==> config.mk <==
export PLATFORM = sky130hd
export DESIGN_NAME = exc_ctrl
export DESIGN_NICKNAME = d
export VERILOG_FILES = /design/src/rtl/exc_ctrl.sv
export SDC_FILE = /design/constraint.sdc
export NUM_CORES = 1
export LEC_CHECK = 0
export BUFFER_PORTS_ARGS = -buffer_cell sky130_fd_sc_hd__clkbuf_2
export CAP_MARGIN = 5
export CORE_MARGIN = 2
export CORE_UTILIZATION = 43
export DETAILED_ROUTE_END_ITERATION = 7
export PLACE_DENSITY_LB_ADDON = 0.1
export RECOVER_POWER = 100
export SETUP_SLACK_MARGIN = 0.15
export SYNTH_ARGS = -nofsm -noshare
export SYNTH_HDL_FRONTEND = slang
export SYNTH_SLANG_ARGS = --single-unit
==> constraint.sdc <==
create_clock -name clk -period 4 [get_ports clk]
set_clock_uncertainty 0.05 [all_clocks]
set_input_delay 0.8 -clock clk [delete_from_list [all_inputs] [get_ports clk]]
set_output_delay 0.8 -clock clk [all_outputs]
set_load 0.01 [all_outputs]
==> src/rtl/exc_ctrl.sv <==
// exc_ctrl: pipeline exception/interrupt controller.
// Evaluates MEM-stage exception flags and pending interrupts against
// forwarded CP0 Status/Cause/EPC, picks one event by fixed priority,
// waits for the data bus to drain, then flushes and redirects the PC.
// It also merges per-stage stall requests into the 6-bit hold vector.
// Optional feature: define EXC_TIMER_IRQ_EN to OR timer_irq_i into Cause[15].
module exc_ctrl #(
  parameter logic [31:0] EXC_VECTOR = 32'hBFC00380,
  parameter int          DRAIN_MAX  = 255
) (
  input  logic        clk,
  input  logic        rst,
  input  logic [4:0]  exc_flags_i,
  input  logic        mem_valid_i,
  input  logic [31:0] status_i,
  input  logic [31:0] cause_i,
  input  logic [31:0] epc_i,
  input  logic        cp0_wen_i,
  input  logic [4:0]  cp0_waddr_i,
  input  logic [31:0] cp0_wdata_i,
  input  logic        timer_irq_i,
  input  logic        bus_busy_i,
  input  logic [3:0]  stall_req_i,
  output logic [31:0] exception_type_o,
  output logic        flush_o,
  output logic [31:0] new_pc_o,
  output logic [5:0]  stall_o,
  output logic        bus_abort_o,
  output logic        busy_o
);

  localparam logic [1:0] ST_IDLE  = 2'd0;
  localparam logic [1:0] ST_DRAIN = 2'd1;
  localparam logic [1:0] ST_GAP   = 2'd2;

  localparam logic [7:0] DRAIN_LIMIT = 8'(DRAIN_MAX);

  logic [1:0]  state_reg, state_next;
  logic [7:0]  cnt_reg, cnt_next;
  logic [31:0] code_reg, code_next;
  logic [31:0] target_reg, target_next;
  logic        abort_reg, abort_next;

  logic [31:0] status_fwd, cause_fwd, epc_fwd;
  logic        irq_pending;
  logic [31:0] evt_code, evt_target;
  logic        evt_valid;
  logic [5:0]  stall_merge;
  logic        unused_bits;

  // Bypass the WB-stage CP0 write so decisions see the newest register values.
  always_comb begin
    status_fwd = status_i;
    cause_fwd  = cause_i;
    epc_fwd    = epc_i;
    if (cp0_wen_i) begin
      case (cp0_waddr_i)
        5'd12: status_fwd = cp0_wdata_i;
        5'd13: begin
          // Only the software-writable Cause fields are replaced.
          cause_fwd[9:8]   = cp0_wdata_i[9:8];
          cause_fwd[23:22] = cp0_wdata_i[23:22];
        end
        5'd14: epc_fwd = cp0_wdata_i;
        default: ;
      endcase
    end
`ifdef EXC_TIMER_IRQ_EN
    cause_fwd[15] = cause_fwd[15] | timer_irq_i;
`endif
  end

`ifdef EXC_TIMER_IRQ_EN
  assign unused_bits = ^{status_fwd[31:16], status_fwd[7:2], cause_fwd[31:16], cause_fwd[7:0]};
`else
  // Timer input is intentionally ignored in this build.
  assign unused_bits = ^{status_fwd[31:16], status_fwd[7:2], cause_fwd[31:16], cause_fwd[7:0],
                         timer_irq_i};
`endif

  assign irq_pending = (|(cause_fwd[15:8] & status_fwd[15:8])) && status_fwd[0] &&
                       !status_fwd[1] && mem_valid_i;

  // Fixed-priority event selection and redirect target.
  always_comb begin
    evt_code = 32'h0;
    if (irq_pending)                         evt_code = 32'h1;
    else if (mem_valid_i && exc_flags_i[1]) evt_code = 32'ha;
    else if (mem_valid_i && exc_flags_i[3]) evt_code = 32'hc;
    else if (mem_valid_i && exc_flags_i[2]) evt_code = 32'hd;
    else if (mem_valid_i && exc_flags_i[0]) evt_code = 32'h8;
    else if (mem_valid_i && exc_flags_i[4]) evt_code = 32'he;
    evt_valid  = (evt_code != 32'h0);
    evt_target = (evt_code == 32'he) ? epc_fwd : EXC_VECTOR;
  end

  // Deepest requesting stage freezes itself and everything upstream.
  always_comb begin
    stall_merge = 6'b000000;
    if (stall_req_i[3])      stall_merge = 6'b011111;
    else if (stall_req_i[2]) stall_merge = 6'b001111;
    else if (stall_req_i[1]) stall_merge = 6'b000111;
    else if (stall_req_i[0]) stall_merge = 6'b000011;
  end

  // Sequencing FSM: next-state logic and Mealy outputs.
  always_comb begin
    state_next       = state_reg;
    cnt_next         = cnt_reg;
    code_next        = code_reg;
    target_next      = target_reg;
    abort_next       = 1'b0;
    exception_type_o = 32'h0;
    flush_o          = 1'b0;
    new_pc_o         = 32'h0;
    bus_abort_o      = 1'b0;
    stall_o          = stall_merge;
    case (state_reg)
      ST_IDLE: begin
        if (evt_valid) begin
          if (!bus_busy_i) begin
            exception_type_o = evt_code;
            flush_o          = 1'b1;
            new_pc_o         = evt_target;
            state_next       = ST_GAP;
          end else begin
            // Freeze the decision so it survives input changes while draining.
            code_next   = evt_code;
            target_next = evt_target;
            cnt_next    = 8'd0;
            state_next  = ST_DRAIN;
          end
        end
      end
      ST_DRAIN: begin
        stall_o  = 6'b011111;
        cnt_next = cnt_reg + 8'd1;
        // After an abort pulse the bus is considered released.
        if (!bus_busy_i || abort_reg) begin
          exception_type_o = code_reg;
          flush_o          = 1'b1;
          new_pc_o         = target_reg;
          state_next       = ST_GAP;
        end else if (cnt_reg == DRAIN_LIMIT) begin
          bus_abort_o = 1'b1;
          abort_next  = 1'b1;
        end
      end
      ST_GAP: state_next = ST_IDLE;
      default: state_next = ST_IDLE;
    endcase
    if (flush_o) stall_o = 6'b000000;
    // Outputs are held quiet for as long as reset is asserted.
    if (rst) begin
      exception_type_o = 32'h0;
      flush_o          = 1'b0;
      new_pc_o         = 32'h0;
      bus_abort_o      = 1'b0;
      stall_o          = 6'b000000;
    end
  end

  assign busy_o = (state_reg != ST_IDLE);

  // State registers with asynchronous reset.
  always_ff @(posedge clk or posedge rst) begin
    if (rst) begin
      state_reg  <= ST_IDLE;
      cnt_reg    <= 8'd0;
      code_reg   <= 32'h0;
      target_reg <= 32'h0;
      abort_reg  <= 1'b0;
    end else begin
      state_reg  <= state_next;
      cnt_reg    <= cnt_next;
      code_reg   <= code_next;
      target_reg <= target_next;
      abort_reg  <= abort_next;
    end
  end

endmodule

==> metrics.txt <==
layout cell share with drive strength beyond 1 between 30% and 40%; most common cell after layout, fill and taps aside clkbuf_2; CTS tree built; HP Class flop to flop; CP required around 3.2 ns; Starting Density approximately 44%; Slew Limit Headroom -70.8%; prevailing post-synth register cell dfrtp_1; Reg area roughly 1200 sq um; Syn Inst Count around 370; max frequency roughly 260 MHz; total number of vias 3273; WS Path Type input port to output pin; min Tclk post-route approximately 3.9 ns; full die area ~8600 sq um; Slew Viols, Final 48; Core ar. ~7600 sq um; Worst setup SP type input port; Inserted Clock Buffers 5; WP data arrival 3.04 ns; Post-synth EDFFs 0; top post-synthesis cells by area dfrtp_1 (35%), mux2i_1 (9.2%), buf_4 (7.1%), mux2_2 (5.7%), o2bb2ai_1 (5.2%); PortBufs roughly 140; top-area cell type share of the netlist area between 30% and 40%; Chip Width a little over 90 microns; Synth Area in Compound Gates 22.9%; H-tree depth 2; Lkg Pwr just under 2 nW; Synth Area in Adders less than 1%; initial antenna violation count 0; root buffer cell clkbuf_8; DR iter-0 viols ~120; largest net degree at the start of global routing 48; failing checks max-capacitance violations, max-slew violations; HPWL Detailed around 6500 microns; ant diodes 0; Post-synth ARST share 100%; global route total overflow 0; RD Place Congestion between 0.8 and 0.9; post-synthesis xor/xnor area fraction 0%; chip height roughly 93 microns; Placed Area around 4200 sq um; first-pass GRT wire length approximately 15000 microns; synthesis-to-layout area growth 29.4%; Max-cap violations 1; CTS hold repair buffers 0; synthesized cell area about 3400 sq um; Post-Syn Area per Cell roughly 9.1 sq um; fin crit share 97.1%; gr usage total 20.8%; DRT antenna net count 0; sequential fraction of the synthesis area between 30% and 40%; footprint of the multi-input gates about 2000 sq um; max reg flops 32; post-synthesis register bit count between 40 and 50; status finished, violations left; highest net fanout along the worst path 6; total power 0.00117 W; Unique masters post-synth about 50; # rows 32; fin area ~4400 sq um; clock sink count 47; maximum VDD drop about 120 uV; Worst-Margin Slew ~2.6 ns; Fillers between 700 and 800; post-synthesis mux area share around 15%; Post-layout nets ~670; largest buffer count on any clock path 2; clk slew on worst S/H paths 0.08 ns; Pwr Density ~270 nW/um^2; I/O pins roughly 220; vias in the first global route a little over 3000; 1st-pass router iterations 4; Via density approximately 5.2; most frequent cells in the layout clkbuf_2 (109), dfrtp_1 (47), nand2_1 (43), clkbuf_1 (37), mux2i_1 (31); unrepaired setup endpoints after global routing yes; fin util between 50% and 60%; routed wire length slightly below 9000 microns; setup_tns 0 ns; largest area contributor in the netlist dfrtp_1; final routed DRC violation total 0; clk_lat worst skew between 0.2 and 0.3 ns; wire per inst ~14 microns; count of final hold-check violations 0; final setup vio count 0; Yosys Warn Count 0; Post-Synth Simple-Gate Area roughly 16%; Min Hold Slack between 0.4 and 0.5 ns; Worst Setup End Kind output pin; main combinational cell family by area after synthesis compound AO/OA/AOI/OAI gates
## synth_stat cells, types with 3 or more instances
cell type	instances
mux2i_1	31
a211oi_1	4
a22o_1	3
nand2_1	43
o2bb2ai_1	20
buf_2	11
dfrtp_1	47
nand2b_1	4
buf_4	32
nand4_1	3
nor2b_1	4
nor3_1	21
a32oi_1	3
inv_1	6
a21oi_1	5
nand3_1	4
o21ai_1	23
o21bai_1	6
o22a_1	12
o21ai_0	20
nor2_1	11
mux2_2	17
clkbuf_1	8
## area by class of cell
cell class | count | share of cell area (%)
clock buffer | 6 | 1.89
clock inverter | 1 | 0.115
inverter | 6 | 0.516
multi-input combinational | 294 | 46.5
sequential | 47 | 26.9
tap | 102 | 2.92
timing repair buffer | 171 | 21.1
## stage by stage
| stage | setup WS, ns | instances |
|---|---|---|
| after detailed placement | -0.0391 | 612 |
| after CTS | 0.0965 | 624 |
| after floorplan | 0.124 | 399 |
| after global placement | -0.0532 | 612 |
| final | 0.115 | 627 |
| after global routing | 0.0221 | 627 |
## worst paths after layout
kind                       cells after the start             end           start  slack [ns]
setup / recovery                              10    new_pc_o[25]  cp0_waddr_i[4]        0.11
hold / removal                                 1   target_reg[5]   target_reg[5]        0.44
setup reg to reg                               5     code_reg[0]    state_reg[1]        1.28
hold reg to reg                                1   target_reg[5]   target_reg[5]        0.44
max in group asynchronous                      3  target_reg[11]             rst        0.84
min in group asynchronous                      3  target_reg[28]             rst        1.61
## logic make-up (layout without fill, tap and decap cells)
logic type      count (synthesis)  count (layout)
compound gates                108             108
simple gates                  108             108
buf+inv                        58             184
mux                            48              48
flops                          47              47
fa+ha+maj                       1               1
other cells                     1              29
## per-layer routing
| metal | vias to the layer above | GRT usage (%) | wire length, microns |
|---|---|---|---|
| li1 | 1608 | - | - |
| met1 | 1539 | 28.1 | 3950 |
| met2 | 116 | 34.7 | 4060 |
| met3 | 10 | 3.74 | 580 |
| met4 | 0 | 4.98 | 112 |
| met5 | - | 0 | 0 |
## what timing repair did
item	4_1_cts	5_1_grt
cloned	1	0
hold endpoints to repair	0	0
pin swaps	5	2
buffers inserted	4	3
gates resized for setup	16	13
setup endpoints to repair	42	41
## critical path, cell delays in order
cell and delay (ns):
buf_8 0.10, nor4_4 0.26, buf_6 0.17, mux2_4 0.29
a221o_1 0.40, o31a_1 0.39, o21ai_2 0.24, buf_6 0.17
o21ai_1 0.08, clkbuf_2 0.13
## power breakdown
part / switching, W / leakage [nW] / internal [W]
registers: 0.0000356 / 0.585 / 0.000509
logic: 0.000192 / 1.29 / 0.000148
clock network: 0.000153 / 0.0470 / 0.000136
total: 0.000381 / 1.92 / 0.000793
No activity file was read; power rests on OpenSTA's default activity.
